### src/rtl/multi_cycle_control_if.sv
`default_nettype none
// ============================================================================
// multi_cycle_control_if : instruction handshake, datapath controls and status
// Revision: 1.0
// ============================================================================
interface multi_cycle_control_if;
  logic        instr_valid;
  logic        instr_ready;
  logic [5:0]  Opcode;
  logic        Zero;
  logic        Regsel;
  logic        ALUsel;
  logic [1:0]  ALUOp;
  logic        MemRead;
  logic        MemWrite;
  logic        MemToRegSel;
  logic        RegWrite;
  logic        branch_taken;
  logic        done;
  logic        err;
  logic        busy;
  logic [15:0] retired;

  modport master (
    output instr_valid, Opcode, Zero,
    input  instr_ready, Regsel, ALUsel, ALUOp, MemRead, MemWrite, MemToRegSel,
    input  RegWrite, branch_taken, done, err, busy, retired
  );

  modport slave (
    input  instr_valid, Opcode, Zero,
    output instr_ready, Regsel, ALUsel, ALUOp, MemRead, MemWrite, MemToRegSel,
    output RegWrite, branch_taken, done, err, busy, retired
  );
endinterface
`default_nettype wire

### src/rtl/multi_cycle_control.sv
`default_nettype none
// ============================================================================
// multi_cycle_control : Moore control FSM for a multi-cycle MIPS-style datapath
// Revision: 1.0
// ============================================================================
module multi_cycle_control (
  input  logic                  clk,
  input  logic                  rst,
  multi_cycle_control_if.slave  bus
);

  localparam int STATE_W = 4;

  localparam logic [STATE_W-1:0] S_IDLE      = 4'd0;
  localparam logic [STATE_W-1:0] S_DECODE    = 4'd1;
  localparam logic [STATE_W-1:0] S_MEM_ADDR  = 4'd2;
  localparam logic [STATE_W-1:0] S_MEM_READ  = 4'd3;
  localparam logic [STATE_W-1:0] S_MEM_WB    = 4'd4;
  localparam logic [STATE_W-1:0] S_MEM_WRITE = 4'd5;
  localparam logic [STATE_W-1:0] S_EXEC_R    = 4'd6;
  localparam logic [STATE_W-1:0] S_R_WB      = 4'd7;
  localparam logic [STATE_W-1:0] S_BRANCH    = 4'd8;
  localparam logic [STATE_W-1:0] S_IMM_EXEC  = 4'd9;
  localparam logic [STATE_W-1:0] S_IMM_WB    = 4'd10;
  localparam logic [STATE_W-1:0] S_ILLEGAL   = 4'd11;

  localparam logic [5:0] OP_RTYPE = 6'b000000;
  localparam logic [5:0] OP_LW    = 6'b100011;
  localparam logic [5:0] OP_SW    = 6'b101011;
  localparam logic [5:0] OP_BEQ   = 6'b000100;
  localparam logic [5:0] OP_ADDI  = 6'b001000;

  localparam logic [1:0] ALU_ADD  = 2'b00;
  localparam logic [1:0] ALU_SUB  = 2'b01;
  localparam logic [1:0] ALU_FUNC = 2'b10;

  logic [STATE_W-1:0] state_q, state_d;
  logic [5:0]         opcode_q;
  logic [15:0]        retired_q;

  logic       instr_ready;
  logic       regsel;
  logic       alusel;
  logic [1:0] aluop;
  logic       mem_read;
  logic       mem_write;
  logic       mem_to_reg;
  logic       reg_write;
  logic       branch_taken;
  logic       done;
  logic       err;

  // The opcode is latched only on the accept edge; decode never looks at the live bus.
  always_ff @(posedge clk) begin
    if (rst) begin
      state_q  <= S_IDLE;
      opcode_q <= 6'b000000;
    end else begin
      state_q <= state_d;
      if ((state_q == S_IDLE) && bus.instr_valid) begin
        opcode_q <= bus.Opcode;
      end
    end
  end

  always_ff @(posedge clk) begin
    if (rst) begin
      retired_q <= 16'h0000;
    end else if (done) begin
      retired_q <= retired_q + 16'd1;
    end
  end

  always_comb begin
    state_d = state_q;
    case (state_q)
      S_IDLE: begin
        if (bus.instr_valid) begin
          state_d = S_DECODE;
        end
      end
      S_DECODE: begin
        case (opcode_q)
          OP_RTYPE:     state_d = S_EXEC_R;
          OP_LW, OP_SW: state_d = S_MEM_ADDR;
          OP_BEQ:       state_d = S_BRANCH;
          OP_ADDI:      state_d = S_IMM_EXEC;
          default:      state_d = S_ILLEGAL;
        endcase
      end
      S_MEM_ADDR: state_d = (opcode_q == OP_SW) ? S_MEM_WRITE : S_MEM_READ;
      S_MEM_READ: state_d = S_MEM_WB;
      S_EXEC_R:   state_d = S_R_WB;
      S_IMM_EXEC: state_d = S_IMM_WB;
      S_MEM_WB, S_MEM_WRITE, S_R_WB, S_BRANCH, S_IMM_WB, S_ILLEGAL: state_d = S_IDLE;
      default:    state_d = S_IDLE;
    endcase
  end

  // branch_taken is the one output that follows a live input (Zero) rather than state alone.
  always_comb begin
    instr_ready  = 1'b0;
    regsel       = 1'b0;
    alusel       = 1'b0;
    aluop        = ALU_ADD;
    mem_read     = 1'b0;
    mem_write    = 1'b0;
    mem_to_reg   = 1'b0;
    reg_write    = 1'b0;
    branch_taken = 1'b0;
    done         = 1'b0;
    err          = 1'b0;
    case (state_q)
      S_IDLE: instr_ready = 1'b1;
      S_MEM_ADDR: begin
        alusel = 1'b1;
        aluop  = ALU_ADD;
      end
      S_MEM_READ: begin
        alusel   = 1'b1;
        mem_read = 1'b1;
      end
      S_MEM_WB: begin
        alusel     = 1'b1;
        mem_read   = 1'b1;
        mem_to_reg = 1'b1;
        reg_write  = 1'b1;
        regsel     = 1'b0;
        done       = 1'b1;
      end
      S_MEM_WRITE: begin
        alusel    = 1'b1;
        mem_write = 1'b1;
        done      = 1'b1;
      end
      S_EXEC_R: begin
        alusel = 1'b0;
        aluop  = ALU_FUNC;
      end
      S_R_WB: begin
        aluop     = ALU_FUNC;
        reg_write = 1'b1;
        regsel    = 1'b1;
        done      = 1'b1;
      end
      S_BRANCH: begin
        alusel       = 1'b0;
        aluop        = ALU_SUB;
        branch_taken = bus.Zero;
        done         = 1'b1;
      end
      S_IMM_EXEC: begin
        alusel = 1'b1;
        aluop  = ALU_ADD;
      end
      S_IMM_WB: begin
        alusel    = 1'b1;
        aluop     = ALU_ADD;
        reg_write = 1'b1;
        regsel    = 1'b0;
        done      = 1'b1;
      end
      S_ILLEGAL: err = 1'b1;
      default: ;
    endcase
  end

  assign bus.instr_ready  = instr_ready;
  assign bus.busy         = !instr_ready;
  assign bus.Regsel       = regsel;
  assign bus.ALUsel       = alusel;
  assign bus.ALUOp        = aluop;
  assign bus.MemRead      = mem_read;
  assign bus.MemWrite     = mem_write;
  assign bus.MemToRegSel  = mem_to_reg;
  assign bus.RegWrite     = reg_write;
  assign bus.branch_taken = branch_taken;
  assign bus.done         = done;
  assign bus.err          = err;
  assign bus.retired      = retired_q;

  always_ff @(posedge clk) begin
    if (!rst) begin
      assert (!(mem_read && mem_write));
      assert (!(reg_write && mem_write));
    end
  end

endmodule
`default_nettype wire

### src/flat_wrapper.sv
// flat-port wrapper written by rule: the top's interface ports become plain ports
module multi_cycle_control_flat 
  (clk, rst, bus_instr_valid, bus_Opcode, bus_Zero, bus_instr_ready, bus_Regsel, bus_ALUsel, bus_ALUOp, bus_MemRead, bus_MemWrite, bus_MemToRegSel, bus_RegWrite, bus_branch_taken, bus_done, bus_err, bus_busy, bus_retired);
  multi_cycle_control_if bus_i ();
  input  logic clk;
  input  logic rst;
  input wire logic [$bits(bus_i.instr_valid)-1:0] bus_instr_valid;
  input wire logic [$bits(bus_i.Opcode)-1:0] bus_Opcode;
  input wire logic [$bits(bus_i.Zero)-1:0] bus_Zero;
  output wire logic [$bits(bus_i.instr_ready)-1:0] bus_instr_ready;
  output wire logic [$bits(bus_i.Regsel)-1:0] bus_Regsel;
  output wire logic [$bits(bus_i.ALUsel)-1:0] bus_ALUsel;
  output wire logic [$bits(bus_i.ALUOp)-1:0] bus_ALUOp;
  output wire logic [$bits(bus_i.MemRead)-1:0] bus_MemRead;
  output wire logic [$bits(bus_i.MemWrite)-1:0] bus_MemWrite;
  output wire logic [$bits(bus_i.MemToRegSel)-1:0] bus_MemToRegSel;
  output wire logic [$bits(bus_i.RegWrite)-1:0] bus_RegWrite;
  output wire logic [$bits(bus_i.branch_taken)-1:0] bus_branch_taken;
  output wire logic [$bits(bus_i.done)-1:0] bus_done;
  output wire logic [$bits(bus_i.err)-1:0] bus_err;
  output wire logic [$bits(bus_i.busy)-1:0] bus_busy;
  output wire logic [$bits(bus_i.retired)-1:0] bus_retired;
  assign bus_i.instr_valid = bus_instr_valid;
  assign bus_i.Opcode = bus_Opcode;
  assign bus_i.Zero = bus_Zero;
  assign bus_instr_ready = bus_i.instr_ready;
  assign bus_Regsel = bus_i.Regsel;
  assign bus_ALUsel = bus_i.ALUsel;
  assign bus_ALUOp = bus_i.ALUOp;
  assign bus_MemRead = bus_i.MemRead;
  assign bus_MemWrite = bus_i.MemWrite;
  assign bus_MemToRegSel = bus_i.MemToRegSel;
  assign bus_RegWrite = bus_i.RegWrite;
  assign bus_branch_taken = bus_i.branch_taken;
  assign bus_done = bus_i.done;
  assign bus_err = bus_i.err;
  assign bus_busy = bus_i.busy;
  assign bus_retired = bus_i.retired;
  multi_cycle_control u_core (.clk(clk), .rst(rst), .bus(bus_i));
endmodule
### config.mk
export PLATFORM = sky130hd
export DESIGN_NAME = multi_cycle_control_flat
export DESIGN_NICKNAME = d
export VERILOG_FILES = /design/src/rtl/multi_cycle_control_if.sv /design/src/rtl/multi_cycle_control.sv /design/src/flat_wrapper.sv
export SDC_FILE = /design/constraint.sdc
export NUM_CORES = 1
export LEC_CHECK = 0
export CAP_MARGIN = 20
export CORE_UTILIZATION = 50
export CTS_BUF_LIST = sky130_fd_sc_hd__clkbuf_8
export DETAILED_ROUTE_END_ITERATION = 12
export PLACE_DENSITY = 0.83
export SETUP_SLACK_MARGIN = 0.05
export SLEW_MARGIN = 5
export SYNTH_ARGS = -nofsm -noshare
export SYNTH_HDL_FRONTEND = slang
export SYNTH_SLANG_ARGS = --single-unit
### constraint.sdc
create_clock -name clk -period 2.9 [get_ports clk]
set_clock_uncertainty 0.15 [all_clocks]
set_input_delay 0.29 -clock clk [delete_from_list [all_inputs] [get_ports clk]]
set_output_delay 0.29 -clock clk [all_outputs]
set_load 0.01 [all_outputs]
### Word level (Yosys, flattened, before mapping)

Index checks and enable logic that the tools add are counted.

* add/subtract/negate cells: 1
* equality and inequality tests: 16
* muxes and demuxes: 15
* reduce and logical (&&, ||, !) cells: 10

Operators by type and width (count)
* one-hot mux 4 bit (6 select lines): 1
* adder 16 x 1 -> 16 bit, second input constant: 1
* equality test 4 x 3 -> 1 bit, second input constant: 4
* equality test 4 bit, second input constant: 4
* one-hot mux 4 bit (4 select lines): 1
* equality test 6 bit, second input constant: 2
* 2-to-1 mux 1 bit: 10
* equality test 4 x 2 -> 1 bit, second input constant: 2
* equality test 6 x 3 -> 1 bit, second input constant: 1
* equality test 6 x 4 -> 1 bit, second input constant: 1
* logical NOT 6 bit: 1
* OR reduction 2 bit: 3
* OR reduction 6 bit: 1
* OR reduction 5 bit: 1
* equality test 4 x 1 -> 1 bit, second input constant: 1
* logical NOT 4 bit: 1
* 2-to-1 mux 4 bit: 1
* one-hot mux 2 bit (2 select lines): 1
* 2-to-1 mux 3 bit: 1
* OR reduction 3 bit: 1
* inequality test 2 bit, second input constant: 1
* logical AND 1 bit: 1
* logical NOT 1 bit: 1

* register bits after elaboration: 26
* input port bits: 10
* output and inout port bits: 29
* word-level logic and storage cells: 45

### Longest topological paths before layout

Gate-level depths: netlist of the first run.

* depth in word-level cells: 4
* gate-level depth with buffers: 7
* gate-level depth less buffers: 4

### Worst setup path after synthesis of the first run

No wires, ideal clock.

* path kind: reg-to-reg
* start: register u_core.state_q[1]
* end: register u_core.opcode_q[0]
* setup time: 132 ps
* arrival: 1510 ps
* data required time: 2618 ps
* slack: 1108 ps
* cell stages (with the launch flop): 6
* buffers on the path: 1
* period minus slack after synthesis: 1792 ps
* cell sequence: dfxtp_1 -> buf_2 -> nor4_2 -> nand2_1 -> nand2_1 -> a21oi_1

* word-level cells in the longest chain between the ends: 2

RTL lines
* from (decl): RTL line multi_cycle_control.sv:37 `logic [STATE_W-1:0] state_q, state_d;`
* from (signal assigned): RTL line multi_cycle_control.sv:59 `state_q <= state_d;`
* logical NOT 4 bit: RTL line multi_cycle_control.sv:60 `if ((state_q == S_IDLE) && bus.instr_valid) begin`
* logical AND 1 bit: RTL line multi_cycle_control.sv:60
* to (signal assigned): RTL line multi_cycle_control.sv:61 `opcode_q <= bus.Opcode;`
* to (decl): RTL line multi_cycle_control.sv:38 `logic [5:0] opcode_q;`

No other way between the ends.
A chain may end at the register's enable or synchronous reset.

### Worst setup path in the final report of the first run

* start: register u_core.state_q[1]
* end: output bus_MemRead

* word-level cells in the longest chain between the ends: 3
* elaborated cells between the ends (all ways): 4
* classes of those cells: eq/ne (2); mux (1); reduce/logical (1)

RTL lines
* equality test 4 x 2 -> 1 bit / equality test 4 x 3 -> 1 bit (equally long branches): RTL line multi_cycle_control.sv:113 `case (state_q)`
* OR reduction 2 bit (no line) *
* 2-to-1 mux 1 bit *: RTL line multi_cycle_control.sv:113
* to (decl): RTL line flat_wrapper.sv:14 `output wire logic [$bits(bus_i.MemRead)-1:0] bus_MemRead;`

Every way passes the cells marked *; elsewhere a longest branch is shown, timed or not.

==> qor.txt, run 1 <==
Iteration-0 DRC Markers: 27
Number of synthesized flops with an enable pin: 0
Period utilization: 0.8922
CTS clk-pin slew, worst paths: 0.10 ns
Worst-Skew Late Latency: 0.28 ns
Crit Path Max Fanout: 11
Area after DPL: 1797 µm²
Ant diodes: 0
Sequential area share after synthesis: 0.3698
Final nets: 224
Pin count of the biggest net entering global routing: 21
I/O Pins: 39
Crit. End Element: output pin
Area growth from synthesis to layout: 32.71%
Final hold vios: 0
Die Ht: 55.06 µm
Row cnt: 18
Final WL: 3.629 mm
Design Area, Final: 1868 µm²
Total Power: 1.309 mW
Clock sinks: 26
Initial Util: 0.5482
Total negative slack: 0 ns
Clk root buf: clkbuf_8
Core area: 2567 µm²
RSZ-0062 raised after global routing: no
Post_cts resized: 0
PD cells: 701.0 nW/µm²
Post-Synthesis Cells: 178
Number of global-route vias before repair: 1278
Share of layout cells above drive strength 1: 0.06604
Worst path required time: 2.46 ns
Asr flop ratio synth: 0
Relative slew slack: 0.5888
Via count: 1483
Vias per std cell: 6.128
Worst vdd ir: 0.8225 mV
GPL Wtd Cong: 0.8648
Finished Core Util: 0.7276
Status: finished clean
Worst Setup Path Type: reg2out
Worst Hold Class: reg2reg
First-pass GRT wire length: 5.547 mm
Commonest non-fill, non-tap cells in the layout: 38 x clkdlybuf4s50_1, 26 x dfxtp_1, 21 x a21oi_1
DRC viols: 0
Crit path DAT: 2.15 ns
Slew @ Worst Pin: 0.6159 ns
H-tree depth: 1
Startpoint class of the critical path: register
Warnings, synthesis: 0
Mapped Area: 1408 µm²
Antenna violations before repair: 0
Drt wl/cell: 15.00 µm
Max-cap viol count: 0
Final ANT Viol Nets: 0
Unique cell type count in the Yosys netlist: 41
Port-buffer cells: 38
Final global-route overflow total: 0
Final setup vio count: 0
Post-DP HPWL: 2.593 mm
Syn Nets: 189
CTS hold repair buffers: 0
Post-synth top flop: dfxtp_1
Clock buffer depth: 2
Gr usage total: 0.2548
FF+latch count, synth: 26
CTS tree: yes
Slew Viols, Final: 0
Pre-antenna DRT Iters: 4
Fin crit period: 2.587 ns
Max Clk Rate: 386.5 MHz
Commonest non-fill, non-tap cell in the layout: clkdlybuf4s50_1
Fin cells: 242
Post-Syn Area per Cell: 7.908 µm²
Cts bufs inserted: 3
Placed insts: 238
Setup bufs post-CTS: 0
Static leakage: 0.6296 nW
Die Area: 3032 µm²
Die W: 55.06 µm
[stage by stage]
step / setup WS (ns) / hold slack, ns
after floorplan: 1.108 / 0.2875
after global placement: 0.7487 / 0.3054
after detailed placement: 0.6558 / 0.3146
after CTS: 0.3377 / 0.3290
after global routing: 0.1915 / 0.3556
final: 0.3127 / 0.3322
[cells in the mapped netlist, types with 3 or more instances]
library cell / number / share of area
nand4_1: 4 / 0.018
or3_1: 6 / 0.027
nand3_1: 12 / 0.043
a21oi_1: 21 / 0.075
nor2b_1: 3 / 0.013
or4_1: 9 / 0.048
dfxtp_1: 26 / 0.37
nand2_1: 16 / 0.043
inv_1: 6 / 0.016
buf_2: 5 / 0.018
nor2_1: 12 / 0.032
o31ai_1: 8 / 0.043
clkbuf_1: 5 / 0.013
nor3_1: 4 / 0.014
o21ai_0: 6 / 0.021
and2_1: 3 / 0.013
[flip-flops by register name, summed over array words and instances (netlist names)]
signal,flops
u_core.bus.retired,16
u_core.state_q,4
u_core.opcode_q,6
[logic make-up after synthesis]
group           synth area share
compound gates            0.1973
fa+ha+maj               0.008887
mux                      0.02311
xor+xnor                 0.01867
simple gates              0.3245
flops                     0.3698
buf+inv                  0.05777
[layer usage]
layer,share of wire,GRT usage,vias to the layer above,wire length [µm]
met1,0.44,0.3355,710,1588
li1,-,-,721,-
met5,0,0,-,0
met3,0.034,0.02459,9,125
met4,0.017,0.08750,0,63
met2,0.51,0.4317,43,1852
[power by group]
part	switching, mW	leakage (nW)	internal (mW)
Clock	0.123	0.0357	0.185
Sequential	0.0791	0.211	0.398
Combinational	0.270	0.383	0.255
[worst max-delay path, cell delays in order (launching register included)]
cell and delay, ns:
dfxtp_1 0.56, inv_1 0.22, or3_1 0.40, a21oi_1 0.14, clkdlybuf4s50_1 0.56
[worst paths after layout]
kind / start / endpoint / cells after the start / slack (ns)
max: u_core.state_q[1]$_SDFFE_PP0P_ / bus_MemRead / 4 / 0.31
min reg2reg: u_core.opcode_q[0]$_SDFFE_PP0P_ / u_core.opcode_q[0]$_SDFFE_PP0P_ / 2 / 0.33
max reg2reg: u_core.state_q[2]$_SDFFE_PP0P_ / u_core.bus.retired[10]$_SDFFE_PP0P_ / 6 / 0.63
min: u_core.opcode_q[0]$_SDFFE_PP0P_ / u_core.opcode_q[0]$_SDFFE_PP0P_ / 2 / 0.33
[layout make-up]
class	count	area (µm²)
Timing Repair Buffer	42	410.4
Fill cell	203	699.4
Inverter	6	22.52
Clock inverter	1	30.03
Multi-Input combinational cell	134	805.8
Sequential cell	26	520.5
Tap cell	30	37.54
Clock buffer	3	41.29
(Power assumes the default switching activity.)
==> run 2, diff against run 1 <==
Settings changed: SLEW_MARGIN 5 to default.
==> results of run 2 <==
No change in the layout: final DEF, timing and power equal those of run 1.
==> run 3, diff against run 2 <==
Settings changed: CORE_UTILIZATION 50 to 53, PLACE_DENSITY 0.83 to 0.87, REMOVE_ABC_BUFFERS from default to 1.
==> run 3 against run 2 <==
Net effect: cell count fell by 0.41%; largest power group unchanged; die area down 5.5%; total power is 2.2% lower; sequential share of layout area up 0.11 points; first-iteration DRC count grew 37%; critical endpoint unchanged; final area shrank 0.40%.
==> qor.txt, run 3 (same netlist as run 1, synthesis figures left out) <==
Port-buffer cells: 38 (unchanged)
Relative slew slack: 0.6146 (+0.02574)
Finished Core Util: 0.7442 (+0.01666)
Reg2reg path depth: 5 (-1)
Slew Viols, Final: 0 (unchanged)
Filler Cell Count: 196 (-3.4%)
Worst setup path endpoint: bus_MemRead
Ant diodes: 0 (unchanged)
Pin count of the biggest net entering global routing: 27 (+29%)
First-pass GRT wire length: 5.423 mm (-2.2%)
Worst flop-to-flop path endpoint: u_core.bus.retired[7]$_SDFFE_PP0P_
Drt wl/cell: 13.92 µm (-7.2%)
Final ANT Viol Nets: 0 (unchanged)
Area after DPL: 1789 µm² (-0.42%)
Max Clk Rate: 385.3 MHz (-0.31%)
Final global-route overflow total: 0 (unchanged)
Area growth from synthesis to layout: 32.18%
Fin crit period: 2.595 ns (+0.007953 ns)
Pre-antenna DRT Iters: 7 (+3)
Gr usage total: 0.2567 (+0.001823)
Final hold vios: 0 (unchanged)
PD cells: 688.0 nW/µm² (-1.9%)
Clock buffer depth: 2 (unchanged)
Fin cells: 241 (-0.41%)
Final WL: 3.354 mm (-7.6%)
RR Startpoint: u_core.state_q[2]$_SDFFE_PP0P_
Antenna violations before repair: 0 (unchanged)
R2R Setup Slk: 0.69 ns (+0.06 ns)
Core area: 2500 µm² (-2.6%)
Row cnt: 18 (unchanged)
Worst Hold Class: reg2reg
Commonest non-fill, non-tap cell in the layout: clkdlybuf4s50_1
Setup bufs post-CTS: 0 (unchanged)
Max-cap viol count: 0 (unchanged)
Number of global-route vias before repair: 1253 (-2.0%)
Final setup vio count: 0 (unchanged)
Post-DP HPWL: 2.473 mm (-4.6%)
I/O Pins: 39 (unchanged)
CTS tree: yes
Iteration-0 DRC Markers: 37 (+37%)
Final nets: 223 (-0.45%)
Design Area, Final: 1861 µm² (-0.40%)
Worst path required time: 2.46 ns (about the same)
Setup WS pre-CTS: 0.6376 ns (-0.01820 ns)
Crit Path Max Fanout: 11 (unchanged)
Worst vdd ir: 0.6441 mV (-22%)
Slew @ Worst Pin: 0.5773 ns (-0.03856 ns)
Clk root buf: clkbuf_8
Post_cts resized: 0 (unchanged)
Initial Util: 0.5631 (+0.01482)
Placed insts: 237 (-0.42%)
Crit. End Element: output pin
DRC viols: 0 (unchanged)
CTS hold repair buffers: 0 (unchanged)
Total negative slack: 0 ns (unchanged)
Status: finished clean
Period utilization: 0.8949 (+0.002742)
Die Area: 2866 µm² (-5.5%)
Origin of the worst setup path: u_core.state_q[1]$_SDFFE_PP0P_
Cts bufs inserted: 3 (unchanged)
Via count: 1431 (-3.5%)
Vias per std cell: 5.938 (-3.1%)
Die W: 53.54 µm (-2.8%)
CTS clk-pin slew, worst paths: 0.09 ns (about the same)
Max reg flops: 16 (unchanged)
Worst Setup Path Type: reg2out
Worst-Skew Late Latency: 0.27 ns (about the same)
Setup WS post-layout: 0.3047 ns (-0.007953 ns)
Commonest non-fill, non-tap cells in the layout: 38 x clkdlybuf4s50_1, 26 x dfxtp_1, 21 x a21oi_1
Startpoint class of the critical path: register
Static leakage: 0.6254 nW (-0.67%)
Share of layout cells above drive strength 1: 0.06161 (-0.004426)
Clock sinks: 26 (unchanged)
RSZ-0062 raised after global routing: no
Crit path DAT: 2.16 ns (about the same)
GPL Wtd Cong: 0.8387 (-3.0%)
H-tree depth: 1 (unchanged)
Die Ht: 53.54 µm (-2.8%)
-- run 3: worst max-delay path, cell delays in order (launching register included) --
cell,delay [ns]
dfxtp_1,0.55
inv_1,0.19
or3_1,0.41
a21oi_1,0.16
clkdlybuf4s50_1,0.56
-- run 3: power breakdown --
group          switching, mW  internal [mW]  total (mW)
clock network          0.114          0.185       0.298
registers             0.0762          0.398       0.474
logic                  0.260          0.248       0.508
-- run 3: how the worst min path moves through the flow --
stage / start / end / slack, ns / cells past startpoint
5_1_grt: u_core.opcode_q[0]$_SDFFE_PP0P_ / u_core.opcode_q[0]$_SDFFE_PP0P_ / 0.38 / 2
2_1_floorplan: rst / u_core.bus.retired[10]$_SDFFE_PP0P_ / 0.21 / 1
6_report: u_core.opcode_q[0]$_SDFFE_PP0P_ / u_core.opcode_q[0]$_SDFFE_PP0P_ / 0.34 / 2
3_5_place_dp: u_core.opcode_q[0]$_SDFFE_PP0P_ / u_core.opcode_q[0]$_SDFFE_PP0P_ / 0.33 / 2
4_1_cts: u_core.opcode_q[0]$_SDFFE_PP0P_ / u_core.opcode_q[0]$_SDFFE_PP0P_ / 0.34 / 2
3_3_place_gp: u_core.opcode_q[1]$_SDFFE_PP0P_ / u_core.opcode_q[1]$_SDFFE_PP0P_ / 0.31 / 2
-- run 3: final cells by class --
cell class | count | area, µm² | share of cell area
well taps | 30 | 37.54 | 0.02017
clock buffers | 3 | 41.29 | 0.02219
clock inverters | 1 | 30.03 | 0.01614
multi-input cells | 134 | 805.8 | 0.4331
inverters | 6 | 22.52 | 0.01210
flip-flops and latches | 26 | 520.5 | 0.2798
repair buffers | 41 | 402.9 | 0.2165
-- run 3: stage by stage --
stage	power [mW]	hold slack (ns)
floorplan	0.7558	0.2091
global placement	0.9609	0.3085
detailed placement	0.9858	0.3305
CTS	1.281	0.3420
global route	1.358	0.3812
finish	1.280	0.3416
-- run 3: per-layer routing --
layer	up-vias	GRT usage	routed length, µm
met2	34	0.4521	1711
met1	672	0.3120	1470
met5	-	0	0
met3	5	0.04802	135
li1	720	-	-
met4	0	0.08333	37
